===== src/rtl/seq_mult32_pkg.sv =====
// seq_mult32_pkg: shared constants and state encoding for the sequential multiplier
package seq_mult32_pkg;
  localparam int MULT_WIDTH = 32;
  localparam int CNT_W = 5;
  localparam logic [CNT_W-1:0] CNT_LAST = 5'd31;
  typedef enum logic [1:0] {
    IDLE = 2'd0,
    RUN  = 2'd1,
    DONE = 2'd2
  } state_t;
endpackage


===== src/rtl/seq_mult32_neg32_cond.sv =====
// neg32_cond: conditional two's-complement negate of a WIDTH-bit value
module neg32_cond #(
  parameter int WIDTH = 32
) (
  input  logic             neg,
  input  logic [WIDTH-1:0] x,
  output logic [WIDTH-1:0] y
);
  assign y = neg ? -x : x;
endmodule


===== src/rtl/seq_mult32.sv =====
// seq_mult32: 32-cycle shift-add multiplier, signed via sign-magnitude conversion
module seq_mult32
  import seq_mult32_pkg::*;
#(
  parameter int WIDTH = MULT_WIDTH
) (
  input  logic             Clk,
  input  logic             Rst,
  input  logic             Start,
  input  logic             Sign,
  input  logic [WIDTH-1:0] A,
  input  logic [WIDTH-1:0] B,
  output logic             Busy,
  output logic             Done,
  output logic [WIDTH-1:0] Lo,
  output logic [WIDTH-1:0] Hi
);
  state_t state, state_nx;
  logic [CNT_W-1:0] cnt;
  logic [WIDTH-1:0] mcand, mplier, a_mag, b_mag;
  logic [2*WIDTH-1:0] acc, acc_nx, prod;
  logic [WIDTH:0] sum;
  logic neg;
  neg32_cond #(.WIDTH(WIDTH)) u_neg_a (.neg(Sign & A[WIDTH-1]), .x(A), .y(a_mag));
  neg32_cond #(.WIDTH(WIDTH)) u_neg_b (.neg(Sign & B[WIDTH-1]), .x(B), .y(b_mag));
  neg32_cond #(.WIDTH(2*WIDTH)) u_neg_p (.neg(neg), .x(acc_nx), .y(prod));
  // 33-bit sum keeps the carry so it shifts into the top of the accumulator
  assign sum = {1'b0, acc[2*WIDTH-1:WIDTH]} + {1'b0, mcand & {WIDTH{mplier[0]}}};
  assign acc_nx = {sum, acc[WIDTH-1:1]};
  assign Busy = state != IDLE;
  assign Done = state == DONE;
  always_comb begin
    state_nx = state;
    state_nx = state == IDLE ? (Start ? RUN : IDLE) :
               state == RUN  ? (cnt == CNT_LAST ? DONE : RUN) : IDLE;
  end
  always_ff @(posedge Clk) begin
    if (Rst) begin
      state  <= IDLE;
      cnt    <= '0;
      acc    <= '0;
      mcand  <= '0;
      mplier <= '0;
      neg    <= 1'b0;
      Lo     <= '0;
      Hi     <= '0;
    end else begin
      state <= state_nx;
      if (state == IDLE && Start) begin
        mcand  <= a_mag;
        mplier <= b_mag;
        neg    <= Sign & (A[WIDTH-1] ^ B[WIDTH-1]);
        acc    <= '0;
        cnt    <= '0;
      end else if (state == RUN) begin
        acc    <= acc_nx;
        mplier <= mplier >> 1;
        cnt    <= cnt + 1'b1;
        if (cnt == CNT_LAST) {Hi, Lo} <= prod;
      end
    end
  end
endmodule


===== config.mk =====
export PLATFORM = sky130hd
export DESIGN_NAME = seq_mult32
export DESIGN_NICKNAME = d
export VERILOG_FILES = /design/src/rtl/seq_mult32_pkg.sv /design/src/rtl/seq_mult32_neg32_cond.sv /design/src/rtl/seq_mult32.sv
export SDC_FILE = /design/constraint.sdc
export NUM_CORES = 1
export LEC_CHECK = 0
export BUFFER_PORTS_ARGS = -buffer_cell sky130_fd_sc_hd__buf_4
export CAP_MARGIN = 20
export CORE_MARGIN = 3
export CORE_UTILIZATION = 30
export DETAILED_ROUTE_END_ITERATION = 7
export PLACE_DENSITY = 0.54
export SYNTH_ARGS = -nofsm -noshare
export SYNTH_HDL_FRONTEND = slang
export SYNTH_SLANG_ARGS = --single-unit

===== constraint.sdc =====
create_clock -name Clk -period 5.5 [get_ports Clk]
set_input_delay 1.65 -clock Clk [delete_from_list [all_inputs] [get_ports Clk]]
set_output_delay 1.65 -clock Clk [all_outputs]
set_load 0.01 [all_outputs]

=== After elaboration in Yosys (flattened, before gate mapping) ===
Cells that the tools add are included.

* Word-level logic and storage cells: 37
* Bits of input ports: 68
* Output and inout bits: 66
* Bits in registers: 200

* Multiplexer cells: 9
* Equality and inequality tests: 3
* Bitwise logic cells: 6
* $add $sub $neg: 5
* Reductions and logical operators: 6

{| class="wikitable"
|+ Operators by type and width
! kind !! number
|-
| $mux W32 || 4
|-
| $mux W64 || 1
|-
| $neg A32 Y32 || 2
|-
| $neg A64 Y64 || 1
|-
| $add A32 B32 Y33 || 1
|-
| $and A32 B32 Y32 || 1
|-
| $mux W2 || 3
|-
| $add A5 B1 Y5 const B || 1
|-
| $eq A5 B5 Y1 const B || 1
|-
| $reduce_bool A2 Y1 || 2
|-
| $and A1 B1 Y1 || 3
|-
| $reduce_and A3 Y1 || 1
|-
| $eq A2 B1 Y1 const B || 1
|-
| $eq A2 B2 Y1 const B || 1
|-
| $logic_not A2 Y1 || 1
|-
| $reduce_or A2 Y1 || 1
|-
| $logic_and A1 B1 Y1 || 1
|-
| $mux W1 || 1
|-
| $not A1 Y1 || 1
|-
| $xor A1 B1 Y1 || 1
|}

=== Logic depth before layout (Yosys ltp) ===
* Depth in word-level cells: 4
* Depth in mapped cells: 17
* Depth with buffers taken out: 15

=== By module ===
From an unflattened synthesis, not the netlist that was laid out.

* Cell total of the unflattened synthesis: 1,618
* Area total of the unflattened synthesis: 12,223.0 µm²

{| class="wikitable"
|+ Modules (own cells, without submodules)
! module !! instances !! cells each !! area each (µm²)
|-
| seq_mult32 || 1 || 1,204 || 9,235.1
|-
| neg32_cond (u_neg_a ...) || 2 || 108 || 767.0
|-
| neg32_cond (u_neg_p) || 1 || 198 || 1,453.9
|}

=== Least setup slack after synthesis ===
OpenSTA, ideal clock, no wires.

* Kind: register -> register
* From: register mplier[0]
* To: register Hi[30]
* Slack: 1.062 ns
* Arrival time: 4.321 ns
* Cell stages (with the launch flop): 17
* Path buffers: 1
* Cells stage by stage: dfxtp_1 -> clkbuf_1 -> and2_1 -> ha_1 -> inv_1 -> fa_1 -> nand2b_1 -> a21o_1 -> a211oi_1 -> o311a_1 -> nor2_1 -> xnor2_1 -> nor4bb_1 -> nand3_1 -> or3_1 -> or4_1 -> and4b_1

* Word-level cells in the longest chain between the ends: 4

{| class="wikitable"
|+ Ends and longest elaborated chain
! what !! RTL line !! source
|-
| start, declared || seq_mult32.sv:20 || <nowiki>logic [WIDTH-1:0] mcand, mplier, a_mag, b_mag;</nowiki>
|-
| start signal, assigned || seq_mult32.sv:51 || <nowiki>mplier <= b_mag;</nowiki>
|-
| start signal, assigned || seq_mult32.sv:57 || <nowiki>mplier <= mplier >> 1;</nowiki>
|-
| $and A32 B32 Y32 * || seq_mult32.sv:28 || <nowiki>assign sum = {1'b0, acc[2*WIDTH-1:WIDTH]} + {1'b0, mcand & {WIDTH{mplier[0]}}};</nowiki>
|-
| $add A32 B32 Y33 * || seq_mult32.sv:28 ||
|-
| $neg A64 Y64 || seq_mult32_neg32_cond.sv:9 || <nowiki>assign y = neg ? -x : x;</nowiki>
|-
| $mux W64 * || seq_mult32_neg32_cond.sv:9 ||
|-
| end signal, assigned || seq_mult32.sv:59 || <nowiki>if (cnt == CNT_LAST) {Hi, Lo} <= prod;</nowiki>
|-
| end, declared || seq_mult32.sv:16 || <nowiki>output logic [WIDTH-1:0] Hi</nowiki>
|}

Mark *: on every way between the ends. The rest lies on a longest branch, timed or not.
A chain may end at the register's enable or synchronous reset.

=== Worst setup path in the final report ===
Ends and elaborated chain as after synthesis.

==> run_results.csv <==
group,metric,value,unit
worst_setup_path,rr_worst_depth,15,
power_and_ir_drop,switching_share,26.8,%
sta,fin_crit_sh,90.8,%
synth,syn_nets,1673,
detailed_routing,vias,11008,
power_and_ir_drop,p_int,0.00239,W
cells_and_area,fin_nets,1739,
power_and_ir_drop,cellLeakagePower,5.37,nW
sta,setup_slack,0.508,ns
power_and_ir_drop,combPwrFrac,13.7,%
worst_setup_path,worst_setup_path_start_kind,"register",
worst_setup_path,critPathCaptureType,"register",
cts,clock_sinks,199,
global_route,grt_max_degree,97,
cts,numCtsBuffers,17,
sta,final_max_slew_viol_count,0,
floorplanning,io_pins,134,
outcome,status,"finished, final reports clean",
sta,min_period,4.99,ns
detailed_routing,ant_nets,0,
global_route,grt_pass1_vias,10307,
sta,fin_skew,0.0128,ns
synth,ys_ff_latch,199,
min_path,hold_path_end,"mcand[0]",
floorplanning,die-area,42200,um2
synth,synth_cells,1567,
cts,h-tree-depth,4,
cells_and_area,antenna_cells,0,
floorplanning,die_width,205,um
cells_and_area,fill_cells,4147,
global_route,antenna_found_initial,0,
synth,netlist_area,11900,um2
min_path,hp-start,"mcand[0]",
cts,cts-root-buf,"clkbuf_16",
worst_setup_path,critPathArrivalTime,5.34,ns
detailed_routing,firstDrtPassIters,7,
power_and_ir_drop,ir_drop,0.141,mV
floorplanning,core.rowCount,72,
global_route,grt.total_usage,15.9,%
min_path,worstHoldPathType,"register to register",
synth,synth.distinct_cells,72,
cts,clk_pin_slew,0.08,ns
sta,fin_setup_tns,0,ns
power_and_ir_drop,power_frac_seq,46.4,%
cts,cts_max_path_buffers,2,
cts,post_cts_buffers,0,
detailed_routing,routedWlPerCell,15.4,um
cts,clock_latency,0.45,ns
sta,setup_violations,0,
synth,ys.flop_type,"dfxtp_1",
sta,fmax,0.200,GHz
synth,syn_avg_cell_area,7.62,um2
flow_run,drv_cap,0,
sta,rsz0062_at_grt,"false",
cts,hold_buffers,0,
place,routabilityCongestion,0.878,
global_route,overflow,0,
cells_and_area,final_cells,2163,
worst_setup_path,r2r_start,"mplier[0]",
place,place_hpwl,24.7,mm
worst_setup_path,worstSetupPathType,"register to register",
detailed_routing,drc,0,
cells_and_area,layout-drive-gt1-share,12.8,%
power_and_ir_drop,power_density,234,nW/um2
power_and_ir_drop,p_sw,0.000877,W
sta,tightest_slew,1.02,ns
sta,hold_viol,0,
cts,cts_resized,0,
sta,hold_slack,0.452,ns
floorplanning,core,39000,um2
place,post-place-ws,0.521,ns
floorplanning,start_util,30.6,%
synth,synthArstFlopShare,0,%
min_path,min_delay_path_depth,2,
synth,synth_top_cell_by_area,"dfxtp_1",
cts,cts_tree,"yes",
worst_setup_path,rrSetupSlack,0.51,ns
worst_setup_path,crit_required,5.85,ns
detailed_routing,wl,33.3,mm
synth,synth_warnings,0,
detailed_routing,drt-initial-drc-count,624,
global_route,grt_pass1_wl,54.8,mm
detailed_routing,viasPerCell,5.09,
floorplanning,die_y,205,um
synth,synth_edf_count,0,
sta,slew_headroom,32.0,%
synth,yosysTopAreaCellShare,33.4,%
synth,netlist_top_cells_area,"dfxtp_1 (33%), nand2_1 (8.3%), xor2_1 (7.1%), nor2_1 (6.0%), a211oi_1 (5.5%)",
place,io_buffer_count,133,
cells_and_area,area_growth,17.0,%
cells_and_area,fin_util,35.8,%
worst_setup_path,reg2reg_to,"Hi[30]",
synth,ys_seq_area_share,33.4,%
place,placed_cells,2131,
worst_setup_path,cp_max_fo,13,
power_and_ir_drop,clkPwrFrac,39.9,%
## state kept, by name (all words and copies together) (netlist names)
name / flops
acc: 63
Hi: 32
Lo: 32
mcand: 32
mplier: 32
cnt: 5
state: 2
neg: 1
## through the flow
stage | cell area, um2 | power (W)
CTS | 13900 | 0.00332
detailed placement | 13300 | 0.00199
floorplan | 11900 | 0.00184
global placement | 13300 | 0.00199
global route | 14000 | 0.00343
finish | 14000 | 0.00327
## cell type report
cell class	instances	area [um2]	area share, %
multi-input combinational	1244	7500	53.7
sequential	199	3990	28.5
timing repair buffer	148	1130	8.10
tap	518	648	4.64
clock buffer	23	498	3.57
clock inverter	8	111	0.797
inverter	23	86.3	0.618
## layer usage
metal  share of wire (%)  GRT usage, %
met4                 1.1          3.88
met5                   0             0
met2                  43          23.6
met1                  52          23.8
met3                 4.7          2.67
## worst max-delay path: stages, from the launching register on
cell and delay [ns]:
dfxtp_1 0.49, and2_1 0.18, ha_1 0.18, inv_1 0.07, fa_1 0.41, nand2b_1 0.20
a21o_1 0.21, a211oi_1 0.63, o311a_1 0.32, nor2_1 0.07, xnor2_1 0.18, nor4bb_1 0.64
nand3_1 0.24, or3_1 0.41, or4_1 0.46, and4b_1 0.21
## cell families (layout without fill, tap and decap cells)
kind of cell               Yosys count  count (layout)  synth area share [%]
AOI/OAI and AO/OA                  416             416                  23.1
xor gates and xnor gates           140             140                  10.3
adders and majority gates           38              38                  4.05
buffers and inverters              124             202                  3.93
DFF                                199             199                  33.4
muxes                                7               7                 0.608
and+or+nand+nor                    643             643                  24.6
## synth_stat cells (4+ instances only)
library cell  count
or4_1            12
a211oi_1         87
clkbuf_1         87
o41ai_1           9
o31ai_1          30
ha_1             37
a21oi_1         129
mux2i_1           5
nand2b_1         13
xnor2_1          43
o21ai_0          59
o211ai_1          6
nand4_1           5
nor3_1           15
nor4_1           14
or2_2             7
or3_1            16
o2111ai_1         4
nand2_1         264
and3_1           13
xor2_1           97
a21o_1           10
nand3_1          27
dfxtp_1         199
buf_1            11
nor2_1          192
a31oi_1           7
inv_1            23
and2_1           41
o21a_1            9
a311oi_1         36
## cell usage in the layout, fill, tap and decap left out, types with 6 or more instances in the layout
cell type | Yosys | layout
a211oi_1 | 87 | 87
a21o_1 | 10 | 10
a21oi_1 | 129 | 129
a311oi_1 | 36 | 36
a31oi_1 | 7 | 7
and2_1 | 41 | 39
and3_1 | 13 | 13
buf_4 | 0 | 147
clkbuf_16 | 0 | 17
dfxtp_1 | 199 | 198
ha_1 | 37 | 37
inv_1 | 23 | 23
nand2_1 | 264 | 263
nand2b_1 | 13 | 11
nand3_1 | 27 | 27
nor2_1 | 192 | 192
nor3_1 | 15 | 15
nor4_1 | 14 | 14
o211ai_1 | 6 | 6
o21a_1 | 9 | 9
o21ai_0 | 59 | 59
o31ai_1 | 30 | 30
o41ai_1 | 9 | 9
or2_2 | 7 | 7
or3_1 | 16 | 16
or4_1 | 12 | 12
xnor2_1 | 43 | 43
xor2_1 | 97 | 97
## power by group through the flow
stage | registers, W | logic [W] | clock network (W)
after detailed placement | 0.00155 | 0.000445 | 0
after floorplan | 0.00154 | 0.000306 | 0
after global placement | 0.00155 | 0.000440 | 0
final | 0.00152 | 0.000447 | 0.00130
after global routing | 0.00152 | 0.000502 | 0.00141
after CTS | 0.00152 | 0.000447 | 0.00135
## worst max path at each step
| stage | start | cells past startpoint | slack [ns] | end |
|---|---|---|---|---|
| final | mplier[0] | 15 | 0.51 | Hi[30] |
| after floorplan | mplier[0] | 16 | 1.06 | Hi[30] |
| after global placement | mplier[0] | 15 | 0.67 | Hi[30] |
| after global routing | mplier[0] | 15 | 0.14 | Hi[30] |
| after detailed placement | mplier[0] | 15 | 0.52 | Hi[30] |
| after CTS | mplier[0] | 15 | 0.48 | Hi[30] |
Power figures use the tool's default switching activity.
